===== src/rtl/clk_div_pkg.sv =====
// Shared types and constants for the programmable clock divider (clk_div_prog).
package clk_div_pkg;

  localparam int CNT_W_DEF = 16;
  localparam int MIN_DIV   = 2;

  typedef enum logic [1:0] {
    ST_IDLE = 2'd0,
    ST_RUN  = 2'd1,
    ST_PEND = 2'd2
  } state_e;

endpackage


===== src/rtl/clk_div_counter.sv =====
// Modulo-N counter with restart and freeze, plus the registered clk_out/tick outputs.
// The wrap decision is supplied by the parent, which also uses it to time divisor updates.
module clk_div_counter
  import clk_div_pkg::*;
#(
  parameter int CNT_W = CNT_W_DEF
) (
  input  logic             clk,
  input  logic             rst,
  input  logic             run_i,
  input  logic             clr_i,
  input  logic             wrap_i,
  input  logic [CNT_W-1:0] div_i,
  output logic [CNT_W-1:0] cnt_o,
  output logic             clk_out_o,
  output logic             tick_o
);

  logic [CNT_W-1:0] cnt_q, cnt_d, cnt_inc_s;
  logic             clk_out_q, clk_out_d;
  logic             tick_q, tick_d;

  assign cnt_inc_s = wrap_i ? {CNT_W{1'b0}} : (cnt_q + CNT_W'(1));

  // Next counter/output values: restart beats counting, idle holds the phase.
  always_comb begin
    cnt_d     = cnt_q;
    clk_out_d = clk_out_q;
    tick_d    = 1'b0;
    if (clr_i) begin
      cnt_d     = {CNT_W{1'b0}};
      clk_out_d = 1'b0;
    end else if (run_i) begin
      cnt_d     = cnt_inc_s;
      clk_out_d = (cnt_inc_s >= (div_i >> 1));
      tick_d    = (cnt_inc_s == {CNT_W{1'b0}});
    end else begin
      cnt_d     = cnt_q;
      clk_out_d = clk_out_q;
    end
  end

  // Counter and output registers.
  always_ff @(posedge clk or negedge rst) begin
    if (!rst) begin
      cnt_q     <= {CNT_W{1'b0}};
      clk_out_q <= 1'b0;
      tick_q    <= 1'b0;
    end else begin
      cnt_q     <= cnt_d;
      clk_out_q <= clk_out_d;
      tick_q    <= tick_d;
    end
  end

  assign cnt_o     = cnt_q;
  assign clk_out_o = clk_out_q;
  assign tick_o    = tick_q;

endmodule


===== src/rtl/clk_div_prog.sv =====
// Runtime-programmable integer clock divider: FSM, divisor load checking and update timing.
// Define CLK_DIV_PROG_GLITCHFREE_EN to defer running divisor changes to the period boundary.
module clk_div_prog
  import clk_div_pkg::*;
#(
  parameter int CNT_W       = CNT_W_DEF,
  parameter int DEFAULT_DIV = 2
) (
  input  logic             clk,
  input  logic             rst,
  input  logic             en,
  input  logic             sync,
  input  logic [CNT_W-1:0] div_val,
  input  logic             div_load,
  output logic             clk_out,
  output logic             tick,
  output logic             cfg_err,
  output logic             upd_pend
);

  localparam logic [CNT_W-1:0] DEF_DIV_C = CNT_W'(DEFAULT_DIV);
  localparam logic [CNT_W-1:0] MIN_DIV_C = CNT_W'(MIN_DIV);

  if (DEFAULT_DIV < MIN_DIV) begin : g_bad_default
    $error("clk_div_prog: DEFAULT_DIV must be at least 2");
  end

  state_e           state_q, state_d;
  logic [CNT_W-1:0] div_q, div_d;
  logic [CNT_W-1:0] cnt_s;
  logic             cfg_err_q;
  logic             load_ok_s, running_s, wrap_s, restart_s;

  assign load_ok_s = div_load && (div_val >= MIN_DIV_C);
  assign running_s = (state_q != ST_IDLE) && en;
  assign wrap_s    = (cnt_s >= (div_q - CNT_W'(1)));

`ifdef CLK_DIV_PROG_GLITCHFREE_EN
  logic [CNT_W-1:0] pend_q, pend_d;
  logic             upd_pend_q;
  logic             boundary_s;

  // A restart counts as a period boundary, so pending values land on it too.
  assign boundary_s = sync || (en && wrap_s);
`endif

  // State register.
  always_ff @(posedge clk or negedge rst) begin
    if (!rst) begin
      state_q <= ST_IDLE;
    end else begin
      state_q <= state_d;
    end
  end

  // Next-state logic.
  always_comb begin
    state_d = state_q;
    case (state_q)
      ST_IDLE: begin
        if (en) state_d = ST_RUN;
        else    state_d = ST_IDLE;
      end
      ST_RUN: begin
        if (!en) state_d = ST_IDLE;
`ifdef CLK_DIV_PROG_GLITCHFREE_EN
        else if (load_ok_s && !boundary_s) state_d = ST_PEND;
`endif
        else state_d = ST_RUN;
      end
      ST_PEND: begin
`ifdef CLK_DIV_PROG_GLITCHFREE_EN
        if (!en)             state_d = ST_IDLE;
        else if (boundary_s) state_d = ST_RUN;
        else                 state_d = ST_PEND;
`else
        state_d = ST_IDLE;
`endif
      end
      default: state_d = ST_IDLE;
    endcase
  end

  // Divisor update and counter restart decisions.
  always_comb begin
    div_d     = div_q;
    restart_s = 1'b0;
`ifdef CLK_DIV_PROG_GLITCHFREE_EN
    pend_d = pend_q;
    if (running_s && !boundary_s) begin
      if (load_ok_s) pend_d = div_val;
      else           pend_d = pend_q;
    end else if (load_ok_s) begin
      div_d = div_val;
    end else if (state_q == ST_PEND) begin
      div_d = pend_q;
    end else begin
      div_d = div_q;
    end
`else
    if (load_ok_s) begin
      div_d     = div_val;
      restart_s = running_s;
    end else begin
      div_d = div_q;
    end
`endif
  end

  // Divisor, error and pending registers.
  always_ff @(posedge clk or negedge rst) begin
    if (!rst) begin
      div_q      <= DEF_DIV_C;
      cfg_err_q  <= 1'b0;
`ifdef CLK_DIV_PROG_GLITCHFREE_EN
      pend_q     <= DEF_DIV_C;
      upd_pend_q <= 1'b0;
`endif
    end else begin
      div_q      <= div_d;
      cfg_err_q  <= div_load && !load_ok_s;
`ifdef CLK_DIV_PROG_GLITCHFREE_EN
      pend_q     <= pend_d;
      upd_pend_q <= (state_d == ST_PEND);
`endif
    end
  end

  clk_div_counter #(
    .CNT_W(CNT_W)
  ) u_counter (
    .clk      (clk),
    .rst      (rst),
    .run_i    (en),
    .clr_i    (sync || restart_s),
    .wrap_i   (wrap_s),
    .div_i    (div_q),
    .cnt_o    (cnt_s),
    .clk_out_o(clk_out),
    .tick_o   (tick)
  );

  assign cfg_err = cfg_err_q;
`ifdef CLK_DIV_PROG_GLITCHFREE_EN
  assign upd_pend = upd_pend_q;
`else
  assign upd_pend = 1'b0;
`endif

endmodule

===== config.mk =====
export PLATFORM = sky130hd
export DESIGN_NAME = clk_div_prog
export DESIGN_NICKNAME = d
export VERILOG_FILES = /design/src/rtl/clk_div_pkg.sv /design/src/rtl/clk_div_counter.sv /design/src/rtl/clk_div_prog.sv
export SDC_FILE = /design/constraint.sdc
export NUM_CORES = 1
export LEC_CHECK = 0
export BUFFER_PORTS_ARGS = -buffer_cell sky130_fd_sc_hd__buf_2
export CAP_MARGIN = 20
export CELL_PAD_IN_SITES_DETAIL_PLACEMENT = 0
export CELL_PAD_IN_SITES_GLOBAL_PLACEMENT = 1
export CORE_MARGIN = 2
export CORE_UTILIZATION = 50
export DETAILED_ROUTE_END_ITERATION = 6
export GPL_TIMING_DRIVEN = 0
export PLACE_DENSITY = 0.95
export SLEW_MARGIN = 20
export SYNTH_ARGS = -nofsm -noshare
export SYNTH_HDL_FRONTEND = slang
export SYNTH_HIERARCHICAL = 1
export SYNTH_SLANG_ARGS = --single-unit

===== constraint.sdc =====
create_clock -name clk -period 10.5 [get_ports clk]
set_input_delay 2.625 -clock clk [delete_from_list [all_inputs] [get_ports clk]]
set_output_delay 2.625 -clock clk [all_outputs]
set_load 0.05 [all_outputs]

==> flow_results.org, run 1 <==
** Route
- Detail Route met3 WL :: 301 um
- Routed signal wires occupy layers up through met4.
- Residual DRC :: 0
- The detail route stage leaves a number of antenna-violating nets equal to 0.
- The first TritonRoute pass finished after 4 iterations.
- For this block, the routed nets add up to 6.92 mm of wire.
- Wire length per cell after detailed routing :: 15.9 um
- Wire length on met2 :: 3.29 mm
- In the routed layout, each cell is associated on average with a via count of 5.67.
- Routed via count :: 2461
- The detailed router put a total of 3.20 mm of wire on met1.
- Iteration-0 DRC Markers :: 182

** Clock tree
- Clk pin slew, worst setup/hold paths :: 0.08 ns
- TritonCTS clock tree :: yes
- Htree depth :: 2
- Clk root buf :: clkbuf_8
- Number of setup buffers added after CTS :: 0
- Cts hold-fix bufs :: 0
- Number of gates resized after CTS :: 0
- Clock insertion delay at the later pin of the skew report :: 0.30 ns
- Bufs on Longest Clock Path :: 2
- Clock tree synthesis inserted a total of 5 buffers.
- Number of sinks on the clock net :: 36

** Yosys
- Async S/R FF share, synth :: 1.00
- Post-synthesis share of cell area spent on full adders, half adders and majority gates :: 0.135
- Of the post-synthesis cell area, the dominant cell type holds 0.296.
- Post-synthesis compound-gate area fraction :: 0.114
- dfrtp_1 takes more of the synthesized area than any other cell.
- The mapped netlist covers 2960 um^2.
- Of the total synthesized cell area, the portion taken by AND, OR, NAND and NOR gates is 0.224.
- For this run, the number of Yosys warnings is 6.
- The average instance in the mapped netlist occupies 9.03 um^2.
- For this run, the register share of the synthesized area comes to 0.304.
- After synthesis, the largest family of logic cells by area is simple AND/OR/NAND/NOR gates.
- After synthesis, the netlist uses 57 different library cells.
- Of the total synthesized cell area, the portion taken by XOR and XNOR cells is 0.0739.
- Counting every net in the synthesized netlist gives 381.
- Most area-consuming cells after synthesis :: dfrtp_1 30%, ha_1 14%, nor2_1 4.9%, a21oi_1 4.1%, mux2_4 4.1%
- Instance count of the mapped netlist :: 328
- In this run, synthesis inferred 0 flip-flops with an integrated enable.
- Top_reg_cell synth :: dfrtp_1
- Flip-flop and latch count after synthesis :: 36
- Fraction of synthesized area in multiplexers :: 0.0840

** Pwr
- The share of total power dissipated in sequential elements is 0.485.
- Of the total power, the share spent switching nets is 0.293.
- Cell internal power dissipation :: 0.228 mW
- For this design the static power due to leakage is 1.57 nW.
- Relative contribution of the clock network to total power :: 0.324
- IR Drop Worst-Case VDD :: 0.0743 mV
- Power spent charging and discharging nets :: 0.0946 mW
- Combinational fraction of design power :: 0.190
- Dividing total power by cell area gives a power density of 98.9 nW/um^2.
- The completed layout was analyzed and its total power is 0.323 mW.

** Die
- 25 I/O pins were placed.
- Die outline width :: 81.0 um
- After floorplanning, the core was sized to cover 5820 um^2.
- Overall die area :: 6560 um^2
- In this run the core area contains 28 standard-cell rows.
- The floorplan step set the die height to 81.0 um.
- The initial utilization of the core area, before any placement, comes to 0.509.

** Critical path
- The worst register-to-register path begins at div_q[7].
- Library cell contributing the largest single delay on the critical path :: nor4_1
- For flop-to-flop paths, the worst setup slack is 5.33 ns.
- CP peak stage delay :: 0.59 ns
- Cell depth of the worst flop-to-flop path :: 19
- Traced cell by cell, the critical path runs through nor4_1, nand4_1, nor4_1, xnor2_1, ha_1, nand4_1, nor3_1, o311ai_0, nand4_1, clkbuf_1, clkbuf_1, nor2_1, ha_1, a21oi_1, a21boi_0, o21ai_0, a311oi_1, o31ai_1, a211oi_1.
- The worst register-to-register path ends at u_counter/clk_out_o.
- For the worst setup path, the data required time is 10.66 ns.
- The worst setup path is captured at a register.
- Along the worst path, the maximum fanout reaches 10.
- Start-to-end type of the worst setup path :: register to register
- The worst setup path is launched from a register.
- The most numerous cell type found on the critical path is nand4_1.
- For the worst setup path, the data arrival time is 5.33 ns.

** GRT
- Total congestion overflow :: 0
- Entering global routing, the biggest net connects 37 pins.
- Antenna violations before repair :: 0
- The first global-routing pass estimated 11.6 mm of wire.
- For this run, the total global-route usage over all layers was measured as 0.233.
- The via count of the first global-routing pass came to 2381.

** Placement
- Buffers added on ports :: 23
- Once detailed placement completed, the half-perimeter wirelength came to 5.49 mm.
- Routability-driven placement finished with a final weighted congestion of 0.850.
- Summing all placed instances gives a cell area of 3170 um^2.

** Finish
- Layout cells sized above 1 :: 0.184
- From synthesis to final layout, the design area changed by 10.2%.
- After the last flow step, the layout net total stands at 411.
- Once layout is done, the placed cells without fillers occupy 3270 um^2.
- 0 antenna diodes ended up in the layout.
- Most common library cell in the layout ignoring fill and taps :: nor2_1
- Highest-count cells in the layout ignoring fill and taps :: 39 x nor2_1, 35 x dfrtp_1, 32 x ha_1, 27 x buf_2, 24 x a21oi_1
- After filler insertion, the fill cell instance count of the layout stands at 565.

** STA
- Counting I/O delays and the setup requirement, the final critical path takes 5.17 ns.
- Setup TNS :: 0 ns
- Setup Viol. Count Final :: 0
- Final Cycle Share :: 0.493
- Final Max Slew Viols :: 0
- Number of endpoints with negative hold slack in the final report :: 0
- Maximum clock rate :: 193 MHz
- The worst pin sits at a relative slew slack of 0.464.
- Setup repair after global routing left no endpoint under its margin.
- Clock Skews :: 0.0136 ns
- Transition time at the pin with the least slew margin :: 0.804 ns

** Worst hold path
- Path class of the lowest-slack min-delay path :: register to register
- Worst Hold Path EP :: div_q[1]
- In this run the most critical hold path is launched from div_q[1].
- The worst hold path was traced through 2 stages.

** Flow run
- Max-cap violations in this run came to 0.

** Status
- The run finished with clean final reports.
==> sequential cells by signal, summed over array words and instances (netlist names) <==
signal / flops
u_counter/clk_out_o: 1
u_counter/cnt_o: 16
cfg_err: 1
u_counter/tick_o: 1
div_q: 16
state_q: 1
==> critical path: cells and delay by family, from the launching register on <==
family                   cells  cell delay, ns
AO/OA/AOI/OAI                7            1.23
AND/OR/NAND/NOR              7            1.80
flip-flops                   1            0.45
buffers and inverters        2            0.79
adder cells (fa/ha/maj)      2            0.65
XOR/XNOR                     1            0.11
==> through the flow <==
stage	setup WS (ns)	hold WS, ns	utilization	instances
after floorplan	5.88	0.501	-	328
after global placement	5.27	0.528	0.545	426
after detailed placement	5.21	0.551	0.545	426
after CTS	5.37	0.563	0.562	434
after global routing	4.70	0.601	0.562	434
final	5.33	0.564	0.562	434
==> power groups by stage <==
stage,Clock (mW),Combinational [mW],Sequential [mW]
2_1_floorplan,0,0.0430,0.157
6_report,0.105,0.0615,0.157
3_5_place_dp,0,0.0616,0.159
4_1_cts,0.107,0.0621,0.156
3_3_place_gp,0,0.0596,0.159
5_1_grt,0.114,0.0694,0.158
==> layer usage <==
metal	track usage	up-vias
met2	0.393	63
li1	-	1235
met5	0	-
met1	0.306	1150
met3	0.0367	13
met4	0.0746	0
==> synth_stat cells, drive strengths merged (2+ instances only) <==
master	n
a211oi	2
a21oi	26
and2	4
and4	3
buf	9
clkbuf	8
dfrtp	35
ha	32
inv	19
mux2	15
mux2i	5
nand2	18
nand2b	4
nand3	7
nand4	11
nor2	39
nor2b	3
nor3	15
nor3b	2
nor4	8
o211a	2
o21ai	10
o31ai	2
or3	4
or4	3
xnor2	12
xor2	13
==> area by class of cell <==
cell class              instances  area, um^2  area share
plain buffers                  17         115      0.0352
clock buffers                   7        86.3      0.0264
clock inverters                 1        7.51     0.00230
inverters                      19        71.3      0.0218
multi-input cells             256        1870       0.574
flip-flops and latches         36         902       0.276
well taps                      75        93.8      0.0287
repair buffers                 23         115      0.0352
==> logic make-up after synthesis <==
group                      Yosys count
DFF                                 36
AOI/OAI and AO/OA                   54
xor gates and xnor gates            25
muxes                               20
adders and majority gates           32
other                                1
buffers and inverters               36
and+or+nand+nor                    124
==> worst max path at each step <==
stage                     endpoint  depth (start not counted)        start
6_report       u_counter/clk_out_o                         19     div_q[7]
5_1_grt        u_counter/clk_out_o                         19     div_q[7]
4_1_cts        u_counter/clk_out_o                         19     div_q[7]
3_5_place_dp      u_counter/tick_o                         11  div_val[15]
3_3_place_gp      u_counter/tick_o                         11  div_val[15]
2_1_floorplan     u_counter/tick_o                         10  div_val[12]
No activity file was read; power rests on OpenSTA's default activity.
==> run 2, diff against run 1 <==
--- a/config.mk
+++ b/config.mk
@@ -10,10 +10,10 @@
 export CELL_PAD_IN_SITES_DETAIL_PLACEMENT = 0
 export CELL_PAD_IN_SITES_GLOBAL_PLACEMENT = 1
 export CORE_MARGIN = 2
-export CORE_UTILIZATION = 50
+export CORE_UTILIZATION = 42
 export DETAILED_ROUTE_END_ITERATION = 6
 export GPL_TIMING_DRIVEN = 0
-export PLACE_DENSITY = 0.95
+export PLACE_DENSITY = 0.89
 export SLEW_MARGIN = 20
 export SYNTH_ARGS = -nofsm -noshare
 export SYNTH_HDL_FRONTEND = slang
==> constraint.sdc (replaced) <==
create_clock -name clk -period 4.6 [get_ports clk]
set_input_delay 1.15 -clock clk [delete_from_list [all_inputs] [get_ports clk]]
set_output_delay 1.15 -clock clk [all_outputs]
set_load 0.05 [all_outputs]
==> run 2 against run 1 <==
Sequential power rose by 130%. Global-route usage down 3.5 points. Flip-flop and latch count did not move. Sequential share of layout area decreased by 0.69 points. Clock power rose by 130%.
==> flow_results.org, run 2 (synthesis results as in run 1) <==
** Status
- The run finished with clean final reports.

** Route
- Routed via count divided by cell count :: 5.40
- Routed via count :: 2458
- In this run, the number of DRC markers left after iteration 0 of detailed routing was 190.
- Sum of routed wire length over all layers :: 7.15 mm
- Residual DRC :: 0
- Metal-1 WL :: 3.35 mm
- Detail Route met3 WL :: 267 um
- Uppermost layer routed :: met4
- Once detail routing completed, the nets flagged for antenna violations numbered 0.
- Detailed-routing iteration count for the pre-antenna-repair pass :: 4
- In the final routed layout, each cell accounts on average for 15.7 um.
- Wire length on met2 :: 3.42 mm

** Clock tree
- CTS built an H-tree with a depth of 2.
- TritonCTS built the clock tree.
- In this run, CTS created clock tree buffers numbering 5.
- Clock latency on the worst-skew pair, taken at its later pin, is 0.29 ns.
- Clock-pin slew was measured on the worst setup and hold paths at 0.08 ns.
- Cts hold-fix bufs :: 0
- CTS placed an instance of clkbuf_8 at the clock tree root.
- Bufs on Longest Clock Path :: 2
- Number of sinks on the clock net :: 36

** Pwr
- Of the total power, combinational logic draws 0.192.
- The share of total power dissipated in the clock network is 0.326.
- Switching share of power :: 0.286
- Dividing total power by cell area gives a power density of 223 nW/um^2.
- Summed over all cells, the static leakage comes to 1.59 nW.
- Seq pwr share :: 0.482
- The worst-case IR drop observed on VDD is 0.156 mV.
- Internal power comes to 0.534 mW.
- Total power for the finished layout comes to 0.748 mW.
- Power spent charging and discharging nets :: 0.214 mW

** GRT
- Entering global routing, the biggest net connects 37 pins.
- For this run, the total global-route usage over all layers was measured as 0.199.
- For this run the aggregate overflow at the end of global routing stands at 0.
- Wire length of the first global-routing pass :: 11.9 mm
- The number of antenna violations at the first check in global routing was 0.
- The via count of the first global-routing pass is 2442.

** Finish
- Count of fill cells added during filler insertion :: 661
- NumNets Final :: 412
- From synthesis to final layout, the design area changed by 13.2%.
- The top cell types in the final layout, fill and taps aside, are 39 x nor2_1, 34 x dfrtp_1, 32 x ha_1, 27 x buf_2, 24 x a21oi_1.
- Final standard cell utilization of the core :: 0.494
- Layout cells sized above 1 :: 0.212
- N_diodes :: 0
- Summing all flip-flop and latch instances after layout gives 903 um^2.
- Most common library cell in the layout ignoring fill and taps :: nor2_1
- Footprint of the multi-input gates :: 1920 um^2

** Die
- Overall die area :: 7740 um^2
- The floorplan has 30 rows.
- 25 I/O pins were placed.
- The initial utilization of the core area, before any placement, comes to 0.436.
- In this run the standard cell core region covers 6790 um^2.
- In this run the horizontal extent of the chip is 88.0 um.
- In this run the vertical extent of the chip is 88.0 um.

** STA
- The count of final max-slew check failures was 0.
- Clock Skews :: 0.00965 ns
- Setup violations remaining at the end of the flow were counted as 0.
- The worst pin sits at a relative slew slack of 0.462.
- Number of endpoints with negative hold slack in the final report :: 0
- At the pin with the least slew margin, the transition time is 0.807 ns.
- For this run, the top clock speed supported by timing is 234 MHz.
- Hold Worst Slack :: 0.559 ns
- Final Cycle Share :: 0.930
- The smallest clock period supported by the final layout is computed as 4.28 ns.

** Flow run
- MaxCap Viol Count :: 0

** Critical path
- Launching element type of the critical path :: register
- Arrival time worst endpoint :: 4.47 ns
- Along the worst path, the maximum fanout reaches 8.
- Endpoint type of the worst setup path :: register
- By startpoint and endpoint, the worst setup path is classified as register to register.
- Data on the critical path is required at its endpoint by 4.80 ns.
- Worst reg-to-reg setup slack :: 0.32 ns

** Placement
- Detailed placer's ending HPWL :: 5.52 mm
- Routability cong. :: 0.920
- Buffers added on ports :: 23

** Worst hold path
- Path class of the lowest-slack min-delay path :: register to register
run 2: cell count changes in the layout (fill, tap and decap cells not counted), moves of 2 or more:
| cell | before | now |
|---|---|---|
| nor4_1 | 7 | 5 |
| buf_4 | 1 | 3 |
| nor3_1 | 15 | 12 |
| nor3_2 | 0 | 3 |
| clkbuf_1 | 8 | 5 |
run 2: power by group through the flow:
stage	clock (mW)	sequential (mW)	combinational [mW]
after floorplan	0	0.358	0.0981
after global placement	0	0.362	0.136
after detailed placement	0	0.363	0.141
after CTS	0.249	0.358	0.142
after global routing	0.261	0.364	0.163
final	0.244	0.361	0.143
run 2: metal layers:
| metal | vias up | global-route usage |
|---|---|---|
| li1 | 1227 | - |
| met1 | 1161 | 0.264 |
| met2 | 60 | 0.336 |
| met3 | 10 | 0.0302 |
| met4 | 0 | 0.0545 |
| met5 | - | 0 |
run 2: worst paths after layout:
path,startpoint,to,cells past startpoint
hold / removal,div_q[1],div_q[1],2
setup reg to reg,div_q[6],u_counter/clk_out_o,18
setup / recovery,div_q[6],u_counter/clk_out_o,18
max in group asynchronous,rst,div_q[6],1
hold reg to reg,div_q[1],div_q[1],2
min in group asynchronous,rst,u_counter/cnt_o[12],1
run 2: through the flow:
stage,setup TNS [ns],worst slack [ns],area (um^2),cells
after floorplan,0,0.518,2960,328
after global placement,-0.568,-0.568,3200,447
after detailed placement,-0.628,-0.628,3200,447
after CTS,0,0.0277,3310,454
after global routing,-0.0244,-0.0244,3350,455
final,0,0.322,3350,455
run 2: repair_timing:
action | CTS | global route
gates resized for setup | 2 | 11
endpoints found under the setup margin | 1 | 1
setup buffers | 1 | 1
endpoints found under the hold margin | 0 | 0
pin swaps | 1 | 3
run 2: critical path: stages, from the launching register on:
cell and delay, ns:
dfrtp_2 0.46, nor4_4 0.38, nand4_1 0.22, nor4_2 0.22, xnor2_1 0.16, ha_1 0.28, a21oi_1 0.15, nand2_1 0.06
a21oi_1 0.16, nand4_1 0.17, buf_4 0.22, or2_2 0.32, ha_1 0.28, nor3b_1 0.04, o21ai_0 0.23, a41oi_2 0.16
a311oi_1 0.31, o31ai_1 0.12, a211oi_1 0.25
run 2: layout make-up:
type                            instances  share of cell area
Timing Repair Buffer                   25              0.0388
Inverter                               19              0.0213
Tap cell                               96              0.0358
Buffer                                 16              0.0343
Sequential cell                        36               0.269
Multi-Input combinational cell        256               0.572
Clock buffer                            7              0.0287
==> run 3, diff against run 2 <==
--- a/config.mk
+++ b/config.mk
@@ -14,6 +14,7 @@
 export DETAILED_ROUTE_END_ITERATION = 6
 export GPL_TIMING_DRIVEN = 0
 export PLACE_DENSITY = 0.89
+export REMOVE_ABC_BUFFERS = 1
 export SLEW_MARGIN = 20
 export SYNTH_ARGS = -nofsm -noshare
 export SYNTH_HDL_FRONTEND = slang
==> run 3 against run 2 <==
Core utilization fell by 1.3 points. Final area fell by 2.6%. Critical path type unchanged. Combinational power fell by 6%. Hold slack got worse by 0.013 ns. First-iteration DRC count fell by 39%. Sequential share of layout area rose by 0.67 points. Clock skew fell by 0.00070 ns. Largest cell class unchanged. Register-to-register slack got worse by 0.02 ns. Sequential power barely moved. Setup slack got worse by 0.016 ns. Maximum frequency fell by 0.36%.
==> flow_results.org, run 3 (synthesis results as in run 1) <==
** Status
- The flow ran to the end, and the final reports show no timing, DRC or antenna violations.

** Critical path
- STA puts the critical path data required time at 4.81 ns.
- The number of cells on the worst reg-to-reg path is 18.
- The number of buffers and inverters on the critical path is 1.
- CP delay by family, top :: simple AND/OR/NAND/NOR gates
- In this run the number of cells on the critical path is 18.
- Walking the worst path, the cells encountered are nor4_4, nand4_1, nor2_1, xnor2_1, ha_1, nand4_1, nor3_2, o311ai_0, nand4_1, buf_8, or2_2, ha_1, nor3b_1, o21ai_0, a41oi_2, a311oi_1, o31ai_1, a211oi_1.
- CP dominant cell by count :: nand4_1
- Library cell contributing the largest single delay on the critical path :: dfrtp_1
- Start-to-end type of the worst setup path :: register to register
- Endpoint type of the worst setup path :: register
- Data on the critical path arrives at its endpoint at 4.50 ns.
- Launching element type of the critical path :: register
- In this design, the stage delay of the slowest critical-path cell is 0.47 ns.
- Along the worst path, the maximum fanout reaches 18.

** Worst hold path
- The tightest min-delay check is of the register to register type.
- The worst hold path passes through 2 cells.

** Die
- For this configuration, the core starts out at a cell density of 0.436.
- In this run the core area contains 30 standard-cell rows.
- Placeable core area :: 6790 um^2
- Measured along the x axis, the die boundary spans 88.0 um.
- Overall die area :: 7740 um^2
- IO Pins :: 25
- Measured along the y axis, the die boundary spans 88.0 um.

** GRT
- Total GRT Usage :: 0.185
- The first global-routing pass estimated 11.0 mm of wire.
- The number of antenna violations at the first check in global routing was 0.
- The via count of the first global-routing pass is 2219.
- Largest net degree at the start of global routing :: 37
- The total overflow left after global routing is 0.

** Route
- Sum of routed wire length over all layers :: 6.64 mm
- Routed via count divided by cell count :: 5.49
- Iteration-0 DRC Markers :: 115
- Before antenna repair, the detailed router went through 4 iterations.
- Residual DRC :: 0
- The final route contains 2420 vias.
- The detail route stage leaves a number of antenna-violating nets equal to 0.
- Wire length per cell after detailed routing :: 15.0 um

** Finish
- Highest-count cells in the layout ignoring fill and taps :: 39 x nor2_1, 35 x dfrtp_1, 32 x ha_1, 24 x a21oi_1, 23 x buf_2
- Layout cells sized above 1 :: 0.191
- Summing all flip-flop and latch instances after layout gives 902 um^2.
- Layout-stage area growth over the synthesis result :: 10.3%
- After routing the design area is 3270 um^2.
- The count of cells in the finished layout, fillers not included, comes to 441.
- NumNets Final :: 397
- N_diodes :: 0
- Footprint of the multi-input gates :: 1920 um^2
- The library cell used most frequently in the layout, excluding fill and tap cells, is nor2_1.
- The filler cells instantiated in the layout total 661.

** Pwr
- Summing internal, switching and leakage power gives 0.782 mW.
- Dividing total power by cell area gives a power density of 239 nW/um^2.
- Summed over all cells, the static leakage comes to 1.53 nW.
- IR Drop Worst-Case VDD :: 0.134 mV

** Clock tree
- TritonCTS clock tree :: yes
- Clock insertion delay at the later pin of the skew report :: 0.30 ns
- After clock tree synthesis, the clock-pin slew on the worst setup and hold paths is 0.08 ns.
- In this run the number of H-tree levels came out at 2.
- Bufs on Longest Clock Path :: 2
- Clk root buf :: clkbuf_8
- The number of clock buffers added by TritonCTS is 5.
- Clock tree synthesis found a total of 36 sinks.

** STA
- Summed over all failing endpoints, the final setup total negative slack is 0 ns.
- The count of final max-slew check failures is 0.
- The smallest clock period supported by the final layout is computed as 4.29 ns.
- Worst rel slew slack :: 0.432
- Unrepaired setup endpoints after global routing :: false
- Maximum clock rate :: 233 MHz
- Transition time at the pin with the least slew margin :: 0.852 ns
- Number of endpoints with negative hold slack in the final report :: 0
- Clock Skews :: 0.00895 ns
- In the finished design, the share of the clock period the worst path needs comes to 0.933.
- Setup Viol. Count Final :: 0

** Placement
- After detailed placement, the design holds a cell count of 431.
- Placement-stage cell area :: 3100 um^2
- In this run the tool buffered the top-level ports with 23 buffer cells.
- Routability cong. :: 0.828
- Detailed placer's ending HPWL :: 4.93 mm

** Flow run
- MaxCap Viol Count :: 0
-- run 3: cell count changes in the layout (fill, tap and decap cells not counted), sizes merged --
cell / change
buf: -8
bufinv: +1
clkinv: +1
clkinvlp: +1
clkbuf: -9
-- run 3: metrics by stage --
| stage | utilization | hold WS (ns) | setup slack [ns] |
|---|---|---|---|
| floorplan | - | 0.504 | 0.142 |
| global placement | 0.454 | 0.536 | -0.804 |
| detailed placement | 0.456 | 0.535 | -0.380 |
| CTS | 0.474 | 0.547 | 0.0766 |
| global route | 0.481 | 0.587 | 0.0135 |
| finish | 0.481 | 0.546 | 0.307 |
-- run 3: area by class of cell --
cell class / instances / share of cell area
Timing Repair Buffer: 26 / 0.0444
Clock buffer: 5 / 0.0211
Sequential cell: 36 / 0.276
Inverter: 19 / 0.0218
Tap cell: 96 / 0.0368
Multi-Input combinational cell: 256 / 0.587
Clock inverter: 3 / 0.0130
-- run 3: final timing paths --
check                                     from                   to  slack, ns
max                                   div_q[8]  u_counter/clk_out_o       0.31
min                        u_counter/clk_out_o  u_counter/clk_out_o       0.55
max reg2reg                           div_q[8]  u_counter/clk_out_o       0.31
min reg2reg                u_counter/clk_out_o  u_counter/clk_out_o       0.55
max in group asynchronous                  rst   u_counter/cnt_o[5]       3.13
min in group asynchronous                  rst            div_q[15]       0.94
-- run 3: where the power goes --
part	switching, mW	total (mW)	internal [mW]
Combinational	0.0727	0.135	0.0628
Sequential	0.0274	0.360	0.333
Clock	0.125	0.286	0.160
Total	0.226	0.782	0.556
-- run 3: metal layers --
layer | GRT usage | wire length, um | up-vias
met4 | 0.0462 | 72 | 0
met2 | 0.298 | 3100 | 32
met5 | 0 | 0 | -
met1 | 0.251 | 3230 | 1181
met3 | 0.0424 | 235 | 8
li1 | - | - | 1199
-- run 3: worst register-to-register path, cell delays in order, from the launching register on --
cell      delay [ns]
dfrtp_1         0.47
nor4_4          0.36
nand4_1         0.24
nor2_1          0.18
xnor2_1         0.15
ha_1            0.28
nand4_1         0.15
nor3_2          0.07
o311ai_0        0.13
nand4_1         0.23
buf_8           0.21
or2_2           0.32
ha_1            0.28
nor3b_1         0.04
o21ai_0         0.26
a41oi_2         0.17
a311oi_1        0.30
o31ai_1         0.13
a211oi_1        0.23
-- run 3: repair_timing --
action,in CTS,in global routing
hold buffers,0,0
hold endpoints to repair,0,0
setup endpoints to repair,1,1
pin swaps,1,5
gates resized for setup,1,6
buffers inserted,1,1
